$ cat config.mk
export PLATFORM = sky130hd
export DESIGN_NAME = imem_loader
export DESIGN_NICKNAME = d
export VERILOG_FILES = /design/src/rtl/imem_loader.sv
export SDC_FILE = /design/constraint.sdc
export NUM_CORES = 1
export LEC_CHECK = 0
export CAP_MARGIN = 5
export CORE_MARGIN = 2
export CORE_UTILIZATION = 63
export CTS_BUF_LIST = sky130_fd_sc_hd__clkbuf_4
export DETAILED_ROUTE_END_ITERATION = 12
export PLACE_DENSITY = 0.92
export SLEW_MARGIN = 10
export SYNTH_ARGS = -nofsm -noshare
export SYNTH_HDL_FRONTEND = slang
export SYNTH_SLANG_ARGS = --single-unit
$ cat constraint.sdc
create_clock -name i_clk -period 6.15 [get_ports i_clk]
set_clock_uncertainty 0.2 [all_clocks]
set_input_delay 1.845 -clock i_clk [delete_from_list [all_inputs] [get_ports i_clk]]
set_output_delay 1.845 -clock i_clk [all_outputs]
set_load 0.01 [all_outputs]
$ cat src/rtl/imem_loader.sv
// Boot loader: unpacks a framed, XOR-checksummed byte stream into big-endian
// 32-bit instruction ROM writes and releases the CPU reset once a frame verifies.
module imem_loader #(
    parameter int ADDR_WIDTH = 8,
    parameter int MAX_WORDS  = 64,
    parameter int BASE_ADDR  = 0
) (
    input  logic                  i_clk,
    input  logic                  i_rst,
    input  logic                  i_start,
    input  logic [7:0]            i_byte,
    input  logic                  i_byte_valid,
    output logic                  o_byte_ready,
    output logic                  o_wr_en,
    output logic [ADDR_WIDTH-1:0] o_wr_addr,
    output logic [31:0]           o_wr_data,
    output logic                  o_cpu_rst_n,
    output logic                  o_busy,
    output logic                  o_done,
    output logic                  o_error
);

    typedef enum logic [2:0] {
        S_IDLE,
        S_CNT_HI,
        S_CNT_LO,
        S_DATA,
        S_CHK,
        S_DONE,
        S_ERR
    } state_e;

    localparam logic [ADDR_WIDTH-1:0] BASE      = ADDR_WIDTH'(BASE_ADDR);
    localparam logic [ADDR_WIDTH-1:0] WORD_STEP = ADDR_WIDTH'(4);
    localparam logic [15:0]           MAX_N     = 16'(MAX_WORDS);

    state_e                state_q, state_d;
    logic [15:0]           cnt_q, cnt_d;
    logic [15:0]           idx_q, idx_d;
    logic [1:0]            pos_q, pos_d;
    logic [23:0]           word_q, word_d;
    logic [7:0]            csum_q, csum_d;
    logic [ADDR_WIDTH-1:0] addr_q, addr_d;
    logic                  wr_en_q, wr_en_d;
    logic [ADDR_WIDTH-1:0] wr_addr_q, wr_addr_d;
    logic [31:0]           wr_data_q, wr_data_d;
    logic                  ready_q, busy_q, done_q, error_q, cpu_rst_n_q;
    logic                  in_frame_d;

    logic                  accept;
    logic [15:0]           n_full;
    logic [15:0]           idx_inc;

    always_comb begin
        // NOTE: every always_comb target gets a default first so no path can
        // leave it unassigned and infer a latch.
        state_d   = state_q;
        cnt_d     = cnt_q;
        idx_d     = idx_q;
        pos_d     = pos_q;
        word_d    = word_q;
        csum_d    = csum_q;
        addr_d    = addr_q;
        wr_en_d   = 1'b0;
        wr_addr_d = wr_addr_q;
        wr_data_d = wr_data_q;

        accept  = i_byte_valid && ready_q;
        n_full  = {cnt_q[15:8], i_byte};
        idx_inc = idx_q + 16'd1;

        unique case (state_q)
            S_IDLE, S_DONE, S_ERR: begin
                if (i_start) begin
                    state_d = S_CNT_HI;
                    cnt_d   = '0;
                    idx_d   = '0;
                    pos_d   = '0;
                    csum_d  = '0;
                    addr_d  = BASE;
                end
            end
            S_CNT_HI: begin
                if (accept) begin
                    cnt_d   = {i_byte, 8'h00};
                    csum_d  = csum_q ^ i_byte;
                    state_d = S_CNT_LO;
                end
            end
            S_CNT_LO: begin
                if (accept) begin
                    cnt_d  = n_full;
                    csum_d = csum_q ^ i_byte;
                    if (n_full > MAX_N) begin
                        state_d = S_ERR;
                    end else if (n_full == 16'd0) begin
                        state_d = S_CHK;
                    end else begin
                        state_d = S_DATA;
                    end
                end
            end
            S_DATA: begin
                if (accept) begin
                    csum_d = csum_q ^ i_byte;
                    pos_d  = pos_q + 2'd1;
                    word_d = {word_q[15:0], i_byte};
                    // The write strobe lands in the cycle after the 4th byte,
                    // while the stream keeps flowing into the next word.
                    if (pos_q == 2'd3) begin
                        wr_en_d   = 1'b1;
                        wr_data_d = {word_q, i_byte};
                        wr_addr_d = addr_q;
                        addr_d    = addr_q + WORD_STEP;
                        idx_d     = idx_inc;
                        if (idx_inc == cnt_q) begin
                            state_d = S_CHK;
                        end
                    end
                end
            end
            S_CHK: begin
                if (accept) begin
                    state_d = (i_byte == csum_q) ? S_DONE : S_ERR;
                end
            end
            default: state_d = S_IDLE;
        endcase

        in_frame_d = (state_d == S_CNT_HI) || (state_d == S_CNT_LO) ||
                     (state_d == S_DATA)   || (state_d == S_CHK);
    end

    // Status outputs are registered copies decoded from the next state, so
    // they line up exactly with the state they describe.
    always_ff @(posedge i_clk) begin
        // NOTE: sequential state uses non-blocking assignments only, so every
        // flop samples pre-edge values regardless of statement order.
        if (i_rst) begin
            state_q     <= S_IDLE;
            cnt_q       <= '0;
            idx_q       <= '0;
            pos_q       <= '0;
            word_q      <= '0;
            csum_q      <= '0;
            addr_q      <= '0;
            wr_en_q     <= 1'b0;
            wr_addr_q   <= '0;
            wr_data_q   <= '0;
            ready_q     <= 1'b0;
            busy_q      <= 1'b0;
            done_q      <= 1'b0;
            error_q     <= 1'b0;
            cpu_rst_n_q <= 1'b0;
        end else begin
            state_q     <= state_d;
            cnt_q       <= cnt_d;
            idx_q       <= idx_d;
            pos_q       <= pos_d;
            word_q      <= word_d;
            csum_q      <= csum_d;
            addr_q      <= addr_d;
            wr_en_q     <= wr_en_d;
            wr_addr_q   <= wr_addr_d;
            wr_data_q   <= wr_data_d;
            ready_q     <= in_frame_d;
            busy_q      <= in_frame_d;
            done_q      <= (state_d == S_DONE);
            error_q     <= (state_d == S_ERR);
            cpu_rst_n_q <= (state_d == S_DONE);
        end
    end

    assign o_byte_ready = ready_q;
    assign o_wr_en      = wr_en_q;
    assign o_wr_addr    = wr_addr_q;
    assign o_wr_data    = wr_data_q;
    assign o_cpu_rst_n  = cpu_rst_n_q;
    assign o_busy       = busy_q;
    assign o_done       = done_q;
    assign o_error      = error_q;

endmodule

== After elaboration in Yosys (flattened, before gate mapping) ==
Cells that the tools add are included.
Word-level totals
  input port bits: 12
  output and inout bits: 46
  register bits after elaboration: 121
Cells by class
  $add $sub $neg: 3
  mux-type cells: 28
  eq/ne operators: 21
  reductions and logical operators: 20
  $lt $le $gt $ge: 1
  bitwise logic cells: 4
Operators with widths (count)
  16-bit two-way mux: 4
  16-bit one-hot mux with 3 select lines: 1
  8-bit two-way mux: 5
  16-bit one-hot mux with 2 select lines: 1
  8-bit one-hot mux with 2 select lines: 2
  3-bit two-way mux: 9
  3-bit == test (second input constant): 6
  16-bit by 1-bit adder with 16-bit output (second input constant): 1
  16-bit == test: 1
  16-bit by 7-bit greater-than comparator with 1-bit output (second input constant): 1
  16-bit zero test: 1
  3-bit one-hot mux with 5 select lines: 1
  3-bit by 2-bit == test with 1-bit output (second input constant): 4
  4-bit AND reduction: 3
  2-bit != test (second input constant): 5
  3-bit AND reduction: 3
  3-bit OR reduction: 3
  8-bit by 3-bit adder with 8-bit output (second input constant): 1
  8-bit == test: 1
  8-bit XOR: 1
  3-bit by 1-bit == test with 1-bit output (second input constant): 2
  2-bit two-way mux: 3
  2-bit nonzero test: 3
  2-bit one-hot mux with 2 select lines: 1
  other kinds (10): 14

== Longest topological paths before layout ==
Gate-level depths: netlist of run 1.
  word-level depth: 10
  mapped depth: 9
  gate-level depth less buffers: 8

== Worst setup path after synthesis of run 1 ==
OpenSTA, ideal clock, no wires.
  path type: in2reg
  start point: input port i_start
  end point: register wr_data_q[10] (netlist: o_wr_data[10])
  setup slack: 2403 ps
  arrival time: 3415 ps
  cell stages on the path: 9
  library setup time: 132 ps
  path through: clkbuf_1 -> and3b_1 -> o21ai_0 -> a21boi_0 -> nand2_1 -> clkbuf_1 -> clkbuf_1 -> nand2_1 -> a21oi_1
RTL lines
  start: declaration: RTL line 10  | input logic i_start,
  end signal: assignment: RTL line 165  | wr_data_q <= wr_data_d;
  end: declaration: RTL line 46  | logic [31:0] wr_data_q, wr_data_d;

==> results of run 1 <==
-- how the worst max path moves through the flow --
stage                       start             to  slack [ps]  cells past startpoint
final                     i_start  o_wr_data[21]        1740                      9
after global routing      i_start  o_wr_data[22]        1510                      9
after CTS                 i_start  o_wr_data[21]        1790                      9
after detailed placement  i_start  o_wr_data[10]        1250                      9
after global placement    i_start  o_wr_data[10]        1400                      9
after floorplan           i_start  o_wr_data[10]        2400                      9
-- metrics by stage --
stage | cell area [µm²] | utilization
floorplan | 5454 | -
global placement | 5912 | 0.7123
detailed placement | 5912 | 0.7123
CTS | 6173 | 0.7439
global route | 6173 | 0.7439
finish | 6173 | 0.7439
-- layer usage --
metal	part of all wire	routed length, µm	global-route usage	up-vias
met5	0	0	0	-
met4	0.020	277	0.1170	0
met2	0.49	6810	0.4861	276
li1	-	-	-	2479
met3	0.079	1108	0.07514	44
met1	0.41	5758	0.3726	2476
-- layout make-up --
cell class / count / area share
clock buffer: 18 / 0.02189
clock inverter: 14 / 0.02047
inverter: 7 / 0.004256
multi-input combinational: 532 / 0.4582
sequential: 117 / 0.3794
tap: 105 / 0.02128
timing repair buffer: 60 / 0.09445
-- critical path, cell delays in order --
cell	delay, ps
sky130_fd_sc_hd__clkdlybuf4s50_1	630
sky130_fd_sc_hd__and3b_1	220
sky130_fd_sc_hd__o21ai_0	100
sky130_fd_sc_hd__nand2_1	250
sky130_fd_sc_hd__nand2_1	250
sky130_fd_sc_hd__nor2_2	810
sky130_fd_sc_hd__buf_4	360
sky130_fd_sc_hd__nand2_1	80
sky130_fd_sc_hd__a21oi_1	130
-- kinds of logic after synthesis --
kind of cell,Yosys count
DFF,117
adders and majority gates,3
xor gates and xnor gates,30
and+or+nand+nor,319
other,1
AOI/OAI and AO/OA,174
buffers and inverters,57
muxes,4
-- sequential cells by signal, indices dropped and copies added (netlist names) --
register and count:
o_wr_data 32, word_q 24, cnt_q 16, idx_q 16
csum_q 8, addr_q 6, o_wr_addr 6, state_q 3
pos_q 2, o_busy 1, o_cpu_rst_n 1, o_error 1
o_wr_en 1
-- cells in the final DEF (no fill, tap or decap), types with 5 or more instances in the layout --
cell                                n
sky130_fd_sc_hd__nor2_1            63
sky130_fd_sc_hd__nand3_1           18
sky130_fd_sc_hd__o21ai_0           23
sky130_fd_sc_hd__nand2_1          164
sky130_fd_sc_hd__nor3_1             6
sky130_fd_sc_hd__nand4_1           13
sky130_fd_sc_hd__nand2b_1          16
sky130_fd_sc_hd__dfxtp_1          117
sky130_fd_sc_hd__inv_1              7
sky130_fd_sc_hd__a21oi_1          104
sky130_fd_sc_hd__buf_4              5
sky130_fd_sc_hd__nor4_1             6
sky130_fd_sc_hd__o21a_1             7
sky130_fd_sc_hd__xnor2_1           12
sky130_fd_sc_hd__xor2_1            18
sky130_fd_sc_hd__clkdlybuf4s50_1   54
sky130_fd_sc_hd__clkbuf_4          18
-- where the power goes --
part | internal, µW | switching (µW)
logic | 52.2 | 84.4
registers | 772 | 24.1
clock network | 208 | 319
==> key figures, run 1 <==
Die
  – Initial core utilization: 0.6567
  – Io pins: 58
  – Number of placement rows: 33
  – Floorplan die area: 0.009411 mm²
  – Vert. Die Dim: 97.01 µm
  – Width of the chip: between 90 and 100 µm
  – Placeable core region: 0.008299 mm²

Worst setup path
  – R2R Path End: o_wr_data[21]
  – Worst Reg-to-Reg Cells: 8
  – Arr. time, crit path: approximately 4700 ps
  – Crit path kind: in2reg
  – Required arrival time at the worst endpoint: 6400 ps
  – Register-to-register setup slack: between 2000 and 3000 ps
  – CP Launch Type: primary input
  – Critical path peak fanout: 23
  – Kind of end point of the critical path: flip-flop
  – Critical R2R Launch: state_q[0]

Status
  – Result of the run: complete, no violations

Drt
  – Number of violations reported at the end of detailed-routing iteration 0: 448
  – Detailed-route vias per instance: 6.184
  – Wire length per cell: between 15 and 20 µm
  – Number of nets with antenna violations after detailed routing: 0
  – Via count: 5,275
  – Number of iterations in the first detailed-routing pass: 8
  – Residual DRC count: 0
  – Total wire length: ~14,000 µm

Clocking
  – Clock Root Buffer: sky130_fd_sc_hd__clkbuf_4
  – Clock buffer count from CTS: 17
  – Number of gates resized after cts: 0
  – H-tree lvl count: 4
  – # Post-CTS Setup Buffers: 0
  – Clock insertion delay at the later pin of the skew report: between 500 and 600 ps
  – Total number of clock tree sinks: 117
  – Number of hold buffers added after cts: 0
  – Max clock buf depth: 2
  – CTS tree: built
  – Worst-path clk slew: 110 ps

Min path
  – Worst hold path type: reg2reg
  – Start point of the worst hold path: word_q[21]
  – Cell depth of the worst hold path: 2
  – Min-Delay Endpoint: o_wr_data[29]

Placed design
  – Place WS: about 1300 ps
  – Post-detail-place hpwl: between 9000 and 10,000 µm
  – Count of buffers from port buffering: 55
  – Weighted congestion reported at the end of routability-driven placement: 0.9507
  – Number of placed instances, taps included: 821

Logic synthesis
  – Area leader, netlist: sky130_fd_sc_hd__dfxtp_1
  – Post-synth ARST share: 0
  – Proportion of synthesized area in mux cells: 0.007346
  – Simple logic cell fraction of the synthesized area: 0.2679
  – Most frequently used flop master after synthesis: sky130_fd_sc_hd__dfxtp_1
  – Mean instance size in the synthesized netlist: 7.731 µm²
  – Number of flops mapped to enable cells by yosys: 0
  – Sequential element share of the synthesized area: 0.4298
  – Most frequent cell after synthesis: sky130_fd_sc_hd__nand2_1
  – Xor and xnor area share after synthesis: 0.04821
  – Share of Yosys cell area claimed by the top area cell type: 0.4298
  – Dominant combinational cell family by area after synthesis: simple AND/OR/NAND/NOR gates
  – Number of synthesized register bits: 117
  – Biggest area contributors in the synthesized netlist: sky130_fd_sc_hd__dfxtp_1 43%, sky130_fd_sc_hd__nand2_1 11%, sky130_fd_sc_hd__a21oi_1 9.6%
  – Fraction of the mapped netlist area in adder cells: 0.006887
  – Cell area after technology mapping: about 0.0055 mm²
  – Post-synthesis cell type count: 65
  – Warning count from the yosys run: 0
  – Compound-Gate Fraction of Synth Area: 0.1869
  – Instance count of the mapped netlist: 705
  – Most frequent cells after synthesis: 164 x sky130_fd_sc_hd__nand2_1, 117 x sky130_fd_sc_hd__dfxtp_1, 104 x sky130_fd_sc_hd__a21oi_1

Global routing
  – GRT Total Usage: 0.2957
  – Pin count of the biggest net entering global routing: 98
  – Global-route wire length before repair: 22,940 µm
  – Via count of the first global-routing pass: between 4,000 and 5,000
  – Total congestion overflow: 0
  – Antenna violations before repair: 0

Cells and area
  – Antenna diode count: 0
  – Area of the multi-input gates: approximately 0.0028 mm²
  – Fin nets: 750
  – Final cell count without fillers: 853
  – Area taken by flip-flops and latches: ~0.0023 mm²
  – Layout area overhead: 13.27%
  – Final-layout fill cell count: 608
  – Fraction of final layout cells sized beyond drive strength 1: 0.06684

Pwr
  – Ratio of total power to cell area: between 200 and 250 mW/mm²
  – VDD IR max: 153.6 µV
  – Static Leakage: 0.002148 µW
  – Pwr Total: 1460 µW

STA
  – Smallest hold slack: 255.1 ps
  – Normalized max-slew margin: 0.2767
  – Final Slew Violations: 0
  – Number of hold-slack violations in the final timing report: 0
  – Clock period minus final worst setup slack: around 4400 ps
  – Highest Clock Rate: 226.8 MHz
  – Part of the cycle the worst path needs: 0.7168
  – Setup TNS: 0 ps
  – Transition time of the tightest slew-check pin: roughly 1100 ps
  – Setup WS post-layout: ~1700 ps
  – Number of failing setup endpoints in the final timing report: 0
  – Setup repair after global routing missed its margin: false

Job
  – Maximum Capacitance Violations: 0
No activity file was read; power rests on OpenSTA's default activity.
==> run 2: changes to the inputs <==
--- a/config.mk
+++ b/config.mk
@@ -7,10 +7,10 @@
 export LEC_CHECK = 0
 export CAP_MARGIN = 5
 export CORE_MARGIN = 2
-export CORE_UTILIZATION = 63
+export CORE_UTILIZATION = 53
 export CTS_BUF_LIST = sky130_fd_sc_hd__clkbuf_4
 export DETAILED_ROUTE_END_ITERATION = 12
-export PLACE_DENSITY = 0.92
+export PLACE_DENSITY = 0.82
 export SLEW_MARGIN = 10
 export SYNTH_ARGS = -nofsm -noshare
 export SYNTH_HDL_FRONTEND = slang
==> constraint.sdc (replaced) <==
create_clock -name i_clk -period 3.6 [get_ports i_clk]
set_clock_uncertainty 0.2 [all_clocks]
set_input_delay 1.08 -clock i_clk [delete_from_list [all_inputs] [get_ports i_clk]]
set_output_delay 1.08 -clock i_clk [all_outputs]
set_load 0.01 [all_outputs]
==> run 2 against run 1 <==
Compared with the run above:
- power is 77% higher
- flip-flop and latch count did not move
- sequential share of layout area decreased by 1.3 points
- non-clock buffer count up 17
- critical path depth shrank 1
- clock power rose by 84%
- clock-buffer cell count is the same
- cell count up 5.6%
- highest routed layer unchanged
==> key figures, run 2 (synthesized netlist as in run 1, its figures left out) <==
Cells and area
  – Layout area overhead: 17.45% (was 13.27%)
  – Flip-flop count of the largest register, all copies and words added: 32 (unchanged)
  – Antenna diode count: 0 (unchanged)
  – Non-Filler Cell Area, Final: 0.006401 mm² (was 0.006173 mm²)
  – Commonest cells after routing, fill and taps aside: 164 x sky130_fd_sc_hd__nand2_1, 117 x sky130_fd_sc_hd__dfxtp_1, 104 x sky130_fd_sc_hd__a21oi_1, 63 x sky130_fd_sc_hd__nor2_1, 54 x sky130_fd_sc_hd__clkdlybuf4s50_1 (unchanged)
  – Fin nets: 767 (was 750)
  – Commonest non-fill, non-tap cell in the layout: sky130_fd_sc_hd__nand2_1 (unchanged)
  – Fraction of final layout cells sized beyond drive strength 1: 0.08889 (was 0.06684)

Die
  – Io pins: 58 (unchanged)
  – Width of the chip: 105.4 µm (was 97.01 µm)
  – Number of placement rows: 37 (was 33)
  – Vert. Die Dim: 105.4 µm (was 97.01 µm)
  – Floorplan die area: 0.01111 mm² (was 0.009411 mm²)
  – Initial core utilization: 0.5376 (was 0.6567)
  – Placeable core region: 0.01014 mm² (was 0.008299 mm²)

Worst setup path
  – Register-to-register setup slack: 680 ps (was 2860 ps)
  – Required arrival time at the worst endpoint: 3840 ps (was 6400 ps)
  – CP Launch Type: primary input (unchanged)
  – R2R Path End: o_cpu_rst_n (was o_wr_data[21])
  – Arr. time, crit path: 3180 ps (was 4660 ps)
  – Critical R2R Launch: idx_q[2] (was state_q[0])
  – Kind of end point of the critical path: flip-flop (unchanged)
  – Critical path peak fanout: 4 (was 23)
  – Setup crit start: i_byte[5] (was i_start)
  – Worst Reg-to-Reg Cells: 7 (was 8)
  – Crit path kind: in2reg (unchanged)

Drt
  – Met2 routed WL: 6519 µm (was 6810 µm)
  – Uppermost layer routed: met4 (unchanged)
  – Residual DRC count: 0 (unchanged)
  – Number of violations reported at the end of detailed-routing iteration 0: 274 (was 448)
  – Detailed-route vias per instance: 5.646 (was 6.184)
  – Number of nets with antenna violations after detailed routing: 0 (unchanged)
  – Number of iterations in the first detailed-routing pass: 5 (was 8)
  – Via count: 5,087 (was 5,275)
  – Amount of wire on met3 after detailed routing: 857 µm (was 1108 µm)
  – Total wire length: 13,600 µm (was 13,950 µm)
  – Wire length per cell: 15.09 µm (was 16.36 µm)
  – Routed length on met1: 5945 µm (was 5758 µm)

Clocking
  – Worst-path clk slew: 120 ps (was 110 ps)
  – Max clock buf depth: 2 (unchanged)
  – Number of hold buffers added after cts: 0 (unchanged)
  – Clock Root Buffer: sky130_fd_sc_hd__clkbuf_4 (unchanged)
  – Clock buffer count from CTS: 17 (unchanged)
  – H-tree lvl count: 4 (unchanged)
  – Number of gates resized after cts: 0 (unchanged)
  – Clock insertion delay at the later pin of the skew report: 540 ps (was 530 ps)
  – # Post-CTS Setup Buffers: 0 (unchanged)
  – CTS tree: built (unchanged)
  – Total number of clock tree sinks: 117 (unchanged)

Global routing
  – GRT Total Usage: 0.2544 (was 0.2957)
  – Via count of the first global-routing pass: 4,735 (was 4,970)
  – Antenna violations before repair: 0 (unchanged)
  – Total congestion overflow: 0 (unchanged)
  – Pin count of the biggest net entering global routing: 80 (was 98)
  – Global-route wire length before repair: 22,630 µm (was 22,940 µm)

STA
  – Number of hold-slack violations in the final timing report: 0 (unchanged)
  – Highest Clock Rate: 340.3 MHz
  – Clock period minus final worst setup slack: 2938 ps
  – Setup TNS: 0 ps (unchanged)
  – Setup repair after global routing missed its margin: false (unchanged)
  – Number of failing setup endpoints in the final timing report: 0 (unchanged)
  – Normalized max-slew margin: 0.6124 (was 0.2767)
  – Final Slew Violations: 0 (unchanged)
  – Part of the cycle the worst path needs: 0.8162
  – Transition time of the tightest slew-check pin: 576.1 ps (was 1085 ps)

Placed design
  – Post-detail-place hpwl: 9256 µm (was 9279 µm)
  – Weighted congestion reported at the end of routability-driven placement: 0.9088 (was 0.9507)
  – Count of buffers from port buffering: 55 (unchanged)
  – Placed Area: 0.006116 mm² (was 0.005912 mm²)

Min path
  – Min-Delay Endpoint: o_wr_addr[5] (was o_wr_data[29])
  – Start point of the worst hold path: o_wr_addr[5] (was word_q[21])
  – Cell depth of the worst hold path: 2 (unchanged)
  – Worst hold path type: reg2reg (unchanged)

Pwr
  – Static Leakage: 0.002247 µW (was 0.002148 µW)
  – VDD IR max: 253.0 µV (was 153.6 µV)
  – Ratio of total power to cell area: 403.5 mW/mm² (was 236.6 mW/mm²)

Job
  – Maximum Capacitance Violations: 0 (unchanged)

Status
  – Result of the run: complete, no violations (unchanged)
## run 2: how the worst max path moves through the flow
| stage | endpoint | cells past startpoint |
|---|---|---|
| 3_5_place_dp | o_busy | 8 |
| 6_report | o_busy | 8 |
| 2_1_floorplan | o_wr_data[10] | 9 |
| 5_1_grt | o_busy | 8 |
| 4_1_cts | o_cpu_rst_n | 7 |
| 3_3_place_gp | o_cpu_rst_n | 7 |
## run 2: routing by layer
| layer | global-route usage | vias to the layer above |
|---|---|---|
| met4 | 0.1105 | 0 |
| li1 | - | 2525 |
| met5 | 0 | - |
| met3 | 0.05257 | 25 |
| met2 | 0.4161 | 167 |
| met1 | 0.3244 | 2370 |
## run 2: final cells by class
type | count | area, µm²
fillers | 880 | 3737
multi-input cells | 532 | 2829
flip-flops and latches | 117 | 2342
repair buffers | 77 | 748.2
well taps | 136 | 170.2
clock inverters | 14 | 150.1
clock buffers | 18 | 135.1
inverters | 7 | 26.28
## run 2: metrics by stage
stage | instances | setup slack [ps] | hold slack (ps) | power, µW | util
floorplan | 706 | 617.6 | 232.1 | 1557 | -
CTS | 901 | 681.2 | 261.4 | 2588 | 0.6314
detailed placement | 869 | 151.4 | 246.2 | 1637 | 0.6032
global route | 901 | 466.5 | 271.2 | 2688 | 0.6314
global placement | 869 | 222.6 | 242.0 | 1631 | 0.6032
finish | 901 | 661.7 | 260.8 | 2583 | 0.6314
## run 2: critical path, cell delays in order
cell and delay, ps:
sky130_fd_sc_hd__clkdlybuf4s50_1 480, sky130_fd_sc_hd__nor4_1 530, sky130_fd_sc_hd__nand4_1 140, sky130_fd_sc_hd__o21ai_0 300, sky130_fd_sc_hd__nand2_1 80, sky130_fd_sc_hd__o21ai_0 260
sky130_fd_sc_hd__o211ai_1 160, sky130_fd_sc_hd__mux2i_1 140
## run 2: power breakdown
part	switching (µW)	leakage, µW	internal (µW)
Clock	547	0.000150	425
Sequential	37.8	0.000946	1320
Combinational	148	0.00115	106
